--- src/rtl/ttt_game_ctrl_if.sv ---
// Tic-tac-toe controller interface bundle.
// Purpose: groups the button pulses, the VGA pixel inputs and the board/pixel
//          outputs of ttt_game_ctrl so they travel as one port.
// Ports:
//   master : drives buttons and hc/vc/blank, observes board, cursor, state and draw outputs
//   slave  : the controller side (ttt_game_ctrl)
interface ttt_game_ctrl_if;
  logic        btn_up;
  logic        btn_down;
  logic        btn_left;
  logic        btn_right;
  logic        btn_place;
  logic        btn_new;
  logic [10:0] hc;
  logic [10:0] vc;
  logic        blank;
  logic [8:0]  board_x;
  logic [8:0]  board_o;
  logic        turn;
  logic [3:0]  cursor;
  logic [1:0]  game_state;
  logic [10:0] cell_x;
  logic [10:0] cell_y;
  logic        draw_x;
  logic        draw_o;
  logic        draw_cursor;

  modport master (
    output btn_up, btn_down, btn_left, btn_right, btn_place, btn_new,
    output hc, vc, blank,
    input  board_x, board_o, turn, cursor, game_state,
    input  cell_x, cell_y, draw_x, draw_o, draw_cursor
  );

  modport slave (
    input  btn_up, btn_down, btn_left, btn_right, btn_place, btn_new,
    input  hc, vc, blank,
    output board_x, board_o, turn, cursor, game_state,
    output cell_x, cell_y, draw_x, draw_o, draw_cursor
  );
endinterface

--- src/rtl/ttt_game_ctrl.sv ---
// Tic-tac-toe game controller.
// Purpose: holds the 3x3 board, cursor and turn, applies button commands,
//          detects win/draw, and maps the VGA beam position to the board cell
//          under it (registered, one cycle latency) for the sprite/cursor overlay.
// Ports:
//   clk   : pixel/system clock
//   rst_n : synchronous active-low reset
//   io    : ttt_game_ctrl_if.slave (buttons, hc/vc/blank in; board, turn,
//           cursor, game_state, cell_x/cell_y, draw_* out)
//
// state | meaning
// ------+--------------------------------------------
// PLAY  | game in progress, moves and placements accepted
// XWIN  | X completed a line; waits for btn_new
// OWIN  | O completed a line; waits for btn_new
// DRAW  | board full with no line; waits for btn_new
module ttt_game_ctrl #(
  parameter int BOARD_X0 = 0,
  parameter int BOARD_Y0 = 0,
  parameter int CELL_W   = 213,
  parameter int CELL_H   = 160
) (
  input logic           clk,
  input logic           rst_n,
  ttt_game_ctrl_if.slave io
);

  typedef enum logic [1:0] {
    S_PLAY = 2'd0,
    S_XWIN = 2'd1,
    S_OWIN = 2'd2,
    S_DRAW = 2'd3
  } state_t;

  localparam logic [31:0] L_X0 = 32'(BOARD_X0);
  localparam logic [31:0] L_X1 = 32'(BOARD_X0 + CELL_W);
  localparam logic [31:0] L_X2 = 32'(BOARD_X0 + 2 * CELL_W);
  localparam logic [31:0] L_X3 = 32'(BOARD_X0 + 3 * CELL_W);
  localparam logic [31:0] L_Y0 = 32'(BOARD_Y0);
  localparam logic [31:0] L_Y1 = 32'(BOARD_Y0 + CELL_H);
  localparam logic [31:0] L_Y2 = 32'(BOARD_Y0 + 2 * CELL_H);
  localparam logic [31:0] L_Y3 = 32'(BOARD_Y0 + 3 * CELL_H);

  state_t      r_state, w_state_nxt;
  logic [8:0]  r_board_x, r_board_o, w_bx_nxt, w_bo_nxt;
  logic        r_turn, w_turn_nxt;
  logic [3:0]  r_cursor, w_cur_nxt;
  logic [8:0]  w_cur_oh;
  logic [8:0]  w_mover_nxt;
  logic [1:0]  w_cur_col;

  function automatic logic f_line(input logic [8:0] b);
    f_line = (&b[2:0]) | (&b[5:3]) | (&b[8:6]) |
             (b[0] & b[3] & b[6]) | (b[1] & b[4] & b[7]) | (b[2] & b[5] & b[8]) |
             (b[0] & b[4] & b[8]) | (b[2] & b[4] & b[6]);
  endfunction

  assign w_cur_oh = 9'b1 << r_cursor;

  always_comb begin
    w_cur_col = 2'd1;
    case (r_cursor)
      4'd0, 4'd3, 4'd6: w_cur_col = 2'd0;
      4'd2, 4'd5, 4'd8: w_cur_col = 2'd2;
      default:          w_cur_col = 2'd1;
    endcase
  end

  // Next-state logic; win/draw is judged on the board after this cycle's placement.
  always_comb begin
    w_state_nxt = r_state;
    w_bx_nxt    = r_board_x;
    w_bo_nxt    = r_board_o;
    w_turn_nxt  = r_turn;
    w_cur_nxt   = r_cursor;
    w_mover_nxt = r_turn ? r_board_o : r_board_x;
    if (io.btn_new) begin
      w_state_nxt = S_PLAY;
      w_bx_nxt    = 9'd0;
      w_bo_nxt    = 9'd0;
      w_turn_nxt  = 1'b0;
      w_cur_nxt   = 4'd4;
    end else if (r_state == S_PLAY) begin
      if (io.btn_place) begin
        if (((r_board_x | r_board_o) & w_cur_oh) == 9'd0) begin
          if (r_turn) w_bo_nxt = r_board_o | w_cur_oh;
          else        w_bx_nxt = r_board_x | w_cur_oh;
          w_turn_nxt  = ~r_turn;
          w_mover_nxt = r_turn ? w_bo_nxt : w_bx_nxt;
          if (f_line(w_mover_nxt))           w_state_nxt = r_turn ? S_OWIN : S_XWIN;
          else if (&(w_bx_nxt | w_bo_nxt))   w_state_nxt = S_DRAW;
        end
      end else if (io.btn_up) begin
        w_cur_nxt = (r_cursor < 4'd3) ? r_cursor + 4'd6 : r_cursor - 4'd3;
      end else if (io.btn_down) begin
        w_cur_nxt = (r_cursor > 4'd5) ? r_cursor - 4'd6 : r_cursor + 4'd3;
      end else if (io.btn_left) begin
        w_cur_nxt = (w_cur_col == 2'd0) ? r_cursor + 4'd2 : r_cursor - 4'd1;
      end else if (io.btn_right) begin
        w_cur_nxt = (w_cur_col == 2'd2) ? r_cursor - 4'd2 : r_cursor + 4'd1;
      end
    end
  end

  always_ff @(posedge clk) begin
    if (!rst_n) begin
      r_state   <= S_PLAY;
      r_board_x <= 9'd0;
      r_board_o <= 9'd0;
      r_turn    <= 1'b0;
      r_cursor  <= 4'd4;
    end else begin
      r_state   <= w_state_nxt;
      r_board_x <= w_bx_nxt;
      r_board_o <= w_bo_nxt;
      r_turn    <= w_turn_nxt;
      r_cursor  <= w_cur_nxt;
    end
  end

  // Pixel path: comparator-based cell lookup, no division.
  logic [31:0] w_hc, w_vc;
  logic        w_in_board;
  logic [1:0]  w_col, w_row;
  logic [10:0] w_cx, w_cy;
  logic [3:0]  w_cell_idx;
  logic [8:0]  w_cell_oh;

  assign w_hc       = {21'd0, io.hc};
  assign w_vc       = {21'd0, io.vc};
  assign w_in_board = (w_hc >= L_X0) && (w_hc < L_X3) && (w_vc >= L_Y0) && (w_vc < L_Y3);

  always_comb begin
    w_col = 2'd0;
    w_cx  = L_X0[10:0];
    if (w_hc >= L_X2) begin
      w_col = 2'd2;
      w_cx  = L_X2[10:0];
    end else if (w_hc >= L_X1) begin
      w_col = 2'd1;
      w_cx  = L_X1[10:0];
    end
    w_row = 2'd0;
    w_cy  = L_Y0[10:0];
    if (w_vc >= L_Y2) begin
      w_row = 2'd2;
      w_cy  = L_Y2[10:0];
    end else if (w_vc >= L_Y1) begin
      w_row = 2'd1;
      w_cy  = L_Y1[10:0];
    end
  end

  assign w_cell_idx = ({2'd0, w_row} * 4'd3) + {2'd0, w_col};
  assign w_cell_oh  = 9'b1 << w_cell_idx;

  logic [10:0] r_cell_x, r_cell_y;
  logic        r_draw_x, r_draw_o, r_draw_cursor;

  // Draw enables use the board registers as of this edge, so a placement
  // shows up from the following pixel onward.
  always_ff @(posedge clk) begin
    if (!rst_n) begin
      r_cell_x      <= 11'd0;
      r_cell_y      <= 11'd0;
      r_draw_x      <= 1'b0;
      r_draw_o      <= 1'b0;
      r_draw_cursor <= 1'b0;
    end else if (!io.blank && w_in_board) begin
      r_cell_x      <= w_cx;
      r_cell_y      <= w_cy;
      r_draw_x      <= |(r_board_x & w_cell_oh);
      r_draw_o      <= |(r_board_o & w_cell_oh);
      r_draw_cursor <= (w_cell_idx == r_cursor);
    end else begin
      r_draw_x      <= 1'b0;
      r_draw_o      <= 1'b0;
      r_draw_cursor <= 1'b0;
    end
  end

  assign io.board_x     = r_board_x;
  assign io.board_o     = r_board_o;
  assign io.turn        = r_turn;
  assign io.cursor      = r_cursor;
  assign io.game_state  = r_state;
  assign io.cell_x      = r_cell_x;
  assign io.cell_y      = r_cell_y;
  assign io.draw_x      = r_draw_x;
  assign io.draw_o      = r_draw_o;
  assign io.draw_cursor = r_draw_cursor;

endmodule

--- src/flat_wrapper.sv ---
// flat-port wrapper written by rule: the top's interface ports become plain ports
module ttt_game_ctrl_flat 
#(
  parameter int BOARD_X0 = 0,
  parameter int BOARD_Y0 = 0,
  parameter int CELL_W   = 213,
  parameter int CELL_H   = 160
)
  (clk, rst_n, io_btn_up, io_btn_down, io_btn_left, io_btn_right, io_btn_place, io_btn_new, io_hc, io_vc, io_blank, io_board_x, io_board_o, io_turn, io_cursor, io_game_state, io_cell_x, io_cell_y, io_draw_x, io_draw_o, io_draw_cursor);
  ttt_game_ctrl_if io_i ();
  input logic clk;
  input logic rst_n;
  input wire logic [$bits(io_i.btn_up)-1:0] io_btn_up;
  input wire logic [$bits(io_i.btn_down)-1:0] io_btn_down;
  input wire logic [$bits(io_i.btn_left)-1:0] io_btn_left;
  input wire logic [$bits(io_i.btn_right)-1:0] io_btn_right;
  input wire logic [$bits(io_i.btn_place)-1:0] io_btn_place;
  input wire logic [$bits(io_i.btn_new)-1:0] io_btn_new;
  input wire logic [$bits(io_i.hc)-1:0] io_hc;
  input wire logic [$bits(io_i.vc)-1:0] io_vc;
  input wire logic [$bits(io_i.blank)-1:0] io_blank;
  output wire logic [$bits(io_i.board_x)-1:0] io_board_x;
  output wire logic [$bits(io_i.board_o)-1:0] io_board_o;
  output wire logic [$bits(io_i.turn)-1:0] io_turn;
  output wire logic [$bits(io_i.cursor)-1:0] io_cursor;
  output wire logic [$bits(io_i.game_state)-1:0] io_game_state;
  output wire logic [$bits(io_i.cell_x)-1:0] io_cell_x;
  output wire logic [$bits(io_i.cell_y)-1:0] io_cell_y;
  output wire logic [$bits(io_i.draw_x)-1:0] io_draw_x;
  output wire logic [$bits(io_i.draw_o)-1:0] io_draw_o;
  output wire logic [$bits(io_i.draw_cursor)-1:0] io_draw_cursor;
  assign io_i.btn_up = io_btn_up;
  assign io_i.btn_down = io_btn_down;
  assign io_i.btn_left = io_btn_left;
  assign io_i.btn_right = io_btn_right;
  assign io_i.btn_place = io_btn_place;
  assign io_i.btn_new = io_btn_new;
  assign io_i.hc = io_hc;
  assign io_i.vc = io_vc;
  assign io_i.blank = io_blank;
  assign io_board_x = io_i.board_x;
  assign io_board_o = io_i.board_o;
  assign io_turn = io_i.turn;
  assign io_cursor = io_i.cursor;
  assign io_game_state = io_i.game_state;
  assign io_cell_x = io_i.cell_x;
  assign io_cell_y = io_i.cell_y;
  assign io_draw_x = io_i.draw_x;
  assign io_draw_o = io_i.draw_o;
  assign io_draw_cursor = io_i.draw_cursor;
  ttt_game_ctrl #(.BOARD_X0(BOARD_X0), .BOARD_Y0(BOARD_Y0), .CELL_W(CELL_W), .CELL_H(CELL_H)) u_core (.clk(clk), .rst_n(rst_n), .io(io_i));
endmodule
--- config.mk ---
export PLATFORM = sky130hd
export DESIGN_NAME = ttt_game_ctrl_flat
export DESIGN_NICKNAME = d
export VERILOG_FILES = /design/src/rtl/ttt_game_ctrl_if.sv /design/src/rtl/ttt_game_ctrl.sv /design/src/flat_wrapper.sv
export SDC_FILE = /design/constraint.sdc
export NUM_CORES = 1
export LEC_CHECK = 0
export ABC_CLOCK_PERIOD_IN_PS = 4400
export CAP_MARGIN = 40
export CORE_MARGIN = 2
export CORE_UTILIZATION = 64
export CTS_CLUSTER_SIZE = 16
export DETAILED_ROUTE_END_ITERATION = 12
export DONT_BUFFER_PORTS = 1
export HOLD_SLACK_MARGIN = 0.15
export PLACE_DENSITY = 0.92
export REMOVE_ABC_BUFFERS = 1
export SETUP_SLACK_MARGIN = 0.05
export SLEW_MARGIN = 10
export SYNTH_ARGS = -nofsm -noshare
export SYNTH_HDL_FRONTEND = slang
export SYNTH_SLANG_ARGS = --single-unit
--- constraint.sdc ---
create_clock -name clk -period 4.4 [get_ports clk]
set_input_delay 0.66 -clock clk [delete_from_list [all_inputs] [get_ports clk]]
set_output_delay 0.66 -clock clk [all_outputs]
set_load 0.005 [all_outputs]
-- Yosys cells after proc, flatten, opt, wreduce, memory -nomap -nowiden
Cells that the tools add are included.
- flip-flop bits (word level): 50
- output and inout bits: 50
- logic and storage cells: 121
- add/sub/neg operators: 9
- multipliers: 1
- magnitude comparators: 10
- equal/unequal tests: 7
- shift-type cells: 2
- multiplexer cells: 31
- bitwise gates (word level): 27
- reduce and logical (&&, ||, !) cells: 24
- operators by type and width (operator ; number):
    two-way mux 9 bit ; 11
    OR 9 bit ; 4
    two-way mux 4 bit ; 8
    bitwise AND 9 bit ; 3
    greater-or-equal comparator 11 x 1 -> 1 bit (second input constant) ; 2
    greater-or-equal comparator 11 x 8 -> 1 bit (second input constant) ; 2
    greater-or-equal comparator 11 x 9 -> 1 bit (second input constant) ; 2
    two-way mux 11 bit ; 2
    OR reduction 9 bit ; 2
    left shift 1 x 4 -> 9 bit (first input constant) ; 2
    two-way mux 8 bit ; 2
    AND reduction 3 bit ; 5
    < comparator 11 x 10 -> 1 bit (second input constant) ; 1
    < comparator 11 x 9 -> 1 bit (second input constant) ; 1
    bitwise AND 1 bit ; 10
    two-way mux 2 bit ; 5
    logical NOT 9 bit ; 1
    AND reduction 9 bit ; 1
    adder 4 x 2 -> 4 bit (second input constant) ; 2
    equality test 4 x 2 -> 1 bit (second input constant) ; 2
    equality test 4 x 3 -> 1 bit (second input constant) ; 2
    subtractor 4 x 2 -> 4 bit (second input constant) ; 2
    OR 1 bit ; 7
    OR reduction 3 bit ; 2
    23 further kinds ; 30

-- Longest topological paths before layout
- depth after elaboration: 18
- gate-level depth with buffers: 15
- mapped depth without buffers: 14

-- Least setup slack after synthesis
OpenSTA, ideal clock, no wires.
- path kind: in2reg
- start: input io_hc[1]
- end: register u_core.r_draw_o, in the netlist u_core.io.draw_o
- library setup time: 0.122 ns
- arrival time: 3.108 ns
- setup slack: 1.170 ns
- stages on the path: 14
- cells stage by stage: o21ai_0 -> nand2b_1 -> a21oi_1 -> o21ai_0 -> ha_1 -> ha_1 -> inv_1 -> fa_1 -> clkbuf_1 -> mux2_2 -> a22oi_1 -> a21oi_1 -> o21ai_0 -> a21oi_1
- RTL lines (what ; RTL line ; source):
    start, declared ; flat_wrapper.sv:19 ; input wire logic [$bits(io_i.hc)-1:0] io_hc;
    greater-or-equal comparator 11 x 9 -> 1 bit ; ttt_game_ctrl.sv:136 ; if (w_hc >= L_X2) begin
    two-way mux 2 bit ; ttt_game_ctrl.sv:136 ;
    named net u_core.w_col[1] ; ttt_game_ctrl.sv:124 ; logic [1:0] w_col, w_row;
    adder 4 x 2 -> 4 bit ; ttt_game_ctrl.sv:154 ; assign w_cell_idx = ({2'd0, w_row} * 4'd3) + {2'd0, w_col};
    left shift 1 x 4 -> 9 bit ; ttt_game_ctrl.sv:155 ; assign w_cell_oh = 9'b1 << w_cell_idx;
    bitwise AND 9 bit ; ttt_game_ctrl.sv:173 ; r_draw_o <= |(r_board_o & w_cell_oh);
    OR reduction 9 bit ; ttt_game_ctrl.sv:173 ;
    end signal, assigned ; ttt_game_ctrl.sv:173 ;
    end, declared ; ttt_game_ctrl.sv:158 ; logic r_draw_x, r_draw_o, r_draw_cursor;
The timed path passes the listed nets, and every way through them passes these cells.
A chain may end at the register's enable or synchronous reset.

-- Final worst setup path
- start: register u_core.r_cursor[2], in the netlist u_core.io.cursor[2]
- end: register u_core.r_state[1], in the netlist u_core.io.game_state[1]
- cells in the longest elaborated chain, start to end: 18
- RTL lines (what ; RTL line ; source):
    start, declared ; ttt_game_ctrl.sv:47 ; logic [3:0] r_cursor, w_cur_nxt;
    start signal, assigned ; ttt_game_ctrl.sv:117 ; r_cursor <= w_cur_nxt;
    left shift 1 x 4 -> 9 bit (*) ; ttt_game_ctrl.sv:58 ; assign w_cur_oh = 9'b1 << r_cursor;
    OR 9 bit (on tied branches) ; ttt_game_ctrl.sv:87, ttt_game_ctrl.sv:86 ;
    two-way mux 9 bit ; ttt_game_ctrl.sv:86 ; if (r_turn) w_bo_nxt = r_board_o | w_cur_oh;
    two-way mux 9 bit ; ttt_game_ctrl.sv:85 ; if (((r_board_x | r_board_o) & w_cur_oh) == 9'd0) begin
    two-way mux 9 bit ; ttt_game_ctrl.sv:84 ; if (io.btn_place) begin
    two-way mux 9 bit ; ttt_game_ctrl.sv:83 ; end else if (r_state == S_PLAY) begin
    two-way mux 9 bit ; ttt_game_ctrl.sv:77 ; if (io.btn_new) begin
    two-way mux 9 bit ; ttt_game_ctrl.sv:89 ; w_mover_nxt = r_turn ? w_bo_nxt : w_bx_nxt;
    AND reduction 3 bit ; ttt_game_ctrl.sv:53 ; f_line = (&b[2:0]) | (&b[5:3]) | (&b[8:6]) |
    OR 1 bit (3 in series) ; ttt_game_ctrl.sv:53 ;
    OR 1 bit (3 in series) ; ttt_game_ctrl.sv:54 ; (b[0] & b[3] & b[6]) | (b[1] & b[4] & b[7]) | (b[2] & b[5] & b[8]) |
    OR 1 bit ; ttt_game_ctrl.sv:55 ; (b[0] & b[4] & b[8]) | (b[2] & b[4] & b[6]);
    nonzero test 2 bit (no source line) ; - ;
    AND reduction 4 bit (no source line) ; - ;
    end signal, assigned ; ttt_game_ctrl.sv:113 ; r_state <= w_state_nxt;
    end, declared ; ttt_game_ctrl.sv:44 ; state_t r_state, w_state_nxt;
Every way passes the cells marked *; elsewhere a longest branch is shown, timed or not. The select of a mux whose other input is x is not followed.

==> impl_metrics.csv <==
group,metric,value,unit
run_status,status,"complete, no violations",
floorplanning,row_count,23,
grt,grt_start_max_net_pins,28,
timing,setup_viol,0,
synth,ys_ff_latch,33,
final_layout,nets,373,
timing,slew_violations,0,
synth,synthTopCellsByArea,"dfxtp_1, ha_1, a21oi_1, mux2i_1, buf_4",
placement,portBuffers,0,
placement,dpl.hpwl,5220,microns
synth,yosys_warnings,0,
grt,antenna_found_initial,0,
power_and_ir_drop,ir_worst_vdd,0.000235,V
detailed_routing,totalWireLength,7390,microns
clock_network,clk_pin_slew,80,ps
critical_path,reg2reg_depth,8,
timing,max_freq,0.305,GHz
synth,syn_area_per_cell,7.98,sq um
timing,slew_headroom,35.9,%
critical_path,r2r_start,"u_core.io.cursor[2]$_SDFFE_PP1P_",
grt,overflow,0,
clock_network,cts_tree,"yes",
floorplanning,start_util,67.3,%
critical_path,crit_start,"u_core.io.cursor[2]$_SDFFE_PP1P_",
min_path,hold_path_class,"in2reg",
timing,worstMarginPinSlew,960,ps
flow_run,maxCapViolCount,0,
detailed_routing,drc,0,
synth,synth_top_area_share,24.2,%
clock_network,cts-root-buf,"clkbuf_8",
floorplanning,coreArea,4060,sq um
timing,final.period_utilization,74.5,%
clock_network,post_cts_resized,0,
critical_path,worst-r2r-setup-slack,1120,ps
timing,finalClockSkew,8.11,ps
critical_path,cp_max_fo,26,
placement,place_congestion,0.922,
timing,fin_tns_setup,0,ps
critical_path,crit_type,"reg2reg",
floorplanning,die_y,69.3,microns
timing,layout_setup_ws,1120,ps
clock_network,cts_inserted_buffers,5,
synth,synthFlopType,"dfxtp_1",
critical_path,required,4590,ps
critical_path,cp-start-kind,"flip-flop",
detailed_routing,vias_per_cell,7.10,
clock_network,h-tree-depth,2,
power_and_ir_drop,power.leakage,0.951,nW
final_layout,n_antenna_cell,0,
floorplanning,dieArea,4800,sq um
critical_path,r2r-end,"u_core.io.game_state[1]$_SDFFE_PP0P_",
clock_network,cts_sinks,33,
timing,grt_setup_unrepaired,"false",
synth,synthCells,342,
detailed_routing,postRouteAntennaNets,0,
synth,seq_area_frac_synth,24.2,%
final_layout,drive_gt1_share,7.95,%
grt,grt_pass1_vias,2394,
synth,synth_edf_count,0,
detailed_routing,drtIter0Drc,362,
power_and_ir_drop,p_per_area,273,nW/um^2
min_path,worstHoldStart,"rst_n",
grt,track_usage,29.6,%
critical_path,critPathCaptureType,"flip-flop",
detailed_routing,dr_total_vias,2676,
clock_network,clkLatencyLatePin,290,ps
floorplanning,io_pins,81,
timing,period_minus_slack,3280,ps
placement,pre_cts_ws,977,ps
min_path,min_to,"u_core.io.cell_x[7]$_SDFFE_PN0P_",
floorplanning,die_x,69.3,microns
critical_path,arrival,3460,ps
synth,synthArstFlopShare,0,%
synth,synth_area,2730,sq um
clock_network,cts-hold-fix-buffers,0,
synth,ys_types,66,
detailed_routing,post_drt_wl_per_cell,19.6,microns
timing,finalHoldViolations,0,
min_path,hold_depth,1,
detailed_routing,drt_pass1_iterations,5,
grt,grt_pass1_wl,11600,microns
clock_network,clockBufferDepth,2,
clock_network,post_cts_buffers,0,
final_layout,area_growth,0.321,%
synth,synth_top_area_cell,"dfxtp_1",
==> synth_stat cells, drive strengths merged, types with 2 or more instances <==
cell / n
nand4: 6
o22a: 2
o22ai: 4
or3: 3
and2: 2
o311ai: 2
xnor2: 2
nor4: 3
a21boi: 2
o221a: 2
a21o: 2
mux2i: 13
buf: 23
o21a: 2
nor3: 9
nand2: 20
and3: 8
mux2: 5
or3b: 5
a31oi: 4
xor2: 3
a311oi: 2
dfxtp: 33
nand2b: 6
a22oi: 11
nand3: 4
nand3b: 6
o221ai: 4
clkbuf: 8
a21oi: 38
ha: 15
nor2b: 11
nor2: 34
a211oi: 2
inv: 11
o21ai: 15
or2: 2
o211ai: 3
==> metrics by stage <==
| stage | cells | util, % | hold WS (ps) | area [sq um] | power [mW] |
|---|---|---|---|---|---|
| finish | 377 | 67.5 | 497 | 2740 | 0.746 |
| CTS | 377 | 67.5 | 506 | 2740 | 0.737 |
| global placement | 369 | 64.6 | 536 | 2620 | 0.441 |
| global route | 377 | 67.5 | 501 | 2740 | 0.769 |
| floorplan | 319 | - | 507 | 2560 | 0.419 |
| detailed placement | 369 | 64.6 | 545 | 2620 | 0.446 |
==> final cells by class <==
class                      count  area (sq um)
clock buffer                   7          86.3
inverter                      11          41.3
sequential                    33           661
clock inverter                 1          30.0
tap                           50          62.6
fill                         340          1320
multi-input combinational    275          1860
==> report_power, final <==
group / switching [mW] / internal [mW]
clock: 0.118 / 0.185
combinational: 0.0746 / 0.0510
sequential: 0.0157 / 0.303
==> critical path, stage by stage, from the launching register on <==
cell	delay, ps
dfxtp_1	940
inv_1	420
ha_1	360
o21ai_0	110
a21oi_2	80
or3_4	460
nor3_4	450
inv_2	70
o221a_1	270
==> state kept, by name, summed over array words and instances (netlist names), 2 cells and up <==
| name | flops |
|---|---|
| u_core.io.board_o | 9 |
| u_core.io.board_x | 9 |
| u_core.io.cursor | 4 |
| u_core.io.cell_x | 3 |
| u_core.io.cell_y | 2 |
| u_core.io.game_state | 2 |
==> cell usage in the layout, fill, tap and decap left out, drive strengths merged, types with 4 or more instances in the layout <==
| cell | Yosys | final |
|---|---|---|
| o21ai | 15 | 15 |
| mux2 | 5 | 5 |
| inv | 11 | 11 |
| nand2b | 6 | 6 |
| ha | 15 | 15 |
| nand3b | 6 | 6 |
| mux2i | 13 | 13 |
| dfxtp | 33 | 33 |
| a21oi | 38 | 38 |
| o22ai | 4 | 4 |
| and3 | 8 | 8 |
| nor2b | 11 | 11 |
| nand4 | 6 | 6 |
| or3b | 5 | 5 |
| conb | 1 | 9 |
| nor2 | 34 | 34 |
| a22oi | 11 | 11 |
| o221ai | 4 | 4 |
| nand2 | 20 | 20 |
| clkbuf | 8 | 7 |
| a31oi | 4 | 4 |
| nand3 | 4 | 4 |
| nor3 | 9 | 9 |
==> kinds of logic after synthesis <==
family                     Yosys count  share of synthesized area, %
and+or+nand+nor                    123                          25.2
buffers and inverters               42                          8.84
xor gates and xnor gates             5                          1.60
other                                1                         0.137
DFF                                 33                          24.2
adders and majority gates           16                          7.61
AOI/OAI and AO/OA                  103                          24.7
muxes                               19                          7.65
==> worst max path at each step <==
| stage | slack (ps) | end |
|---|---|---|
| after floorplan | 1280 | u_core.io.draw_o$_SDFF_PN0_ |
| after global placement | 1060 | u_core.io.draw_o$_SDFF_PN0_ |
| final | 1120 | u_core.io.game_state[1]$_SDFFE_PP0P_ |
| after CTS | 1210 | u_core.io.game_state[1]$_SDFFE_PP0P_ |
| after detailed placement | 980 | u_core.io.draw_o$_SDFF_PN0_ |
| after global routing | 830 | u_core.io.draw_o$_SDFF_PN0_ |
==> metal layers <==
layer / vias to the layer above / share of wire, % / track usage, %
met3: 30 / 12 / 7.99
met2: 222 / 46 / 48.4
li1: 1212 / - / -
met1: 1212 / 40 / 37.4
met4: 0 / 2.2 / 11.1
met5: - / 0 / 0
Power figures use the tool's default switching activity.
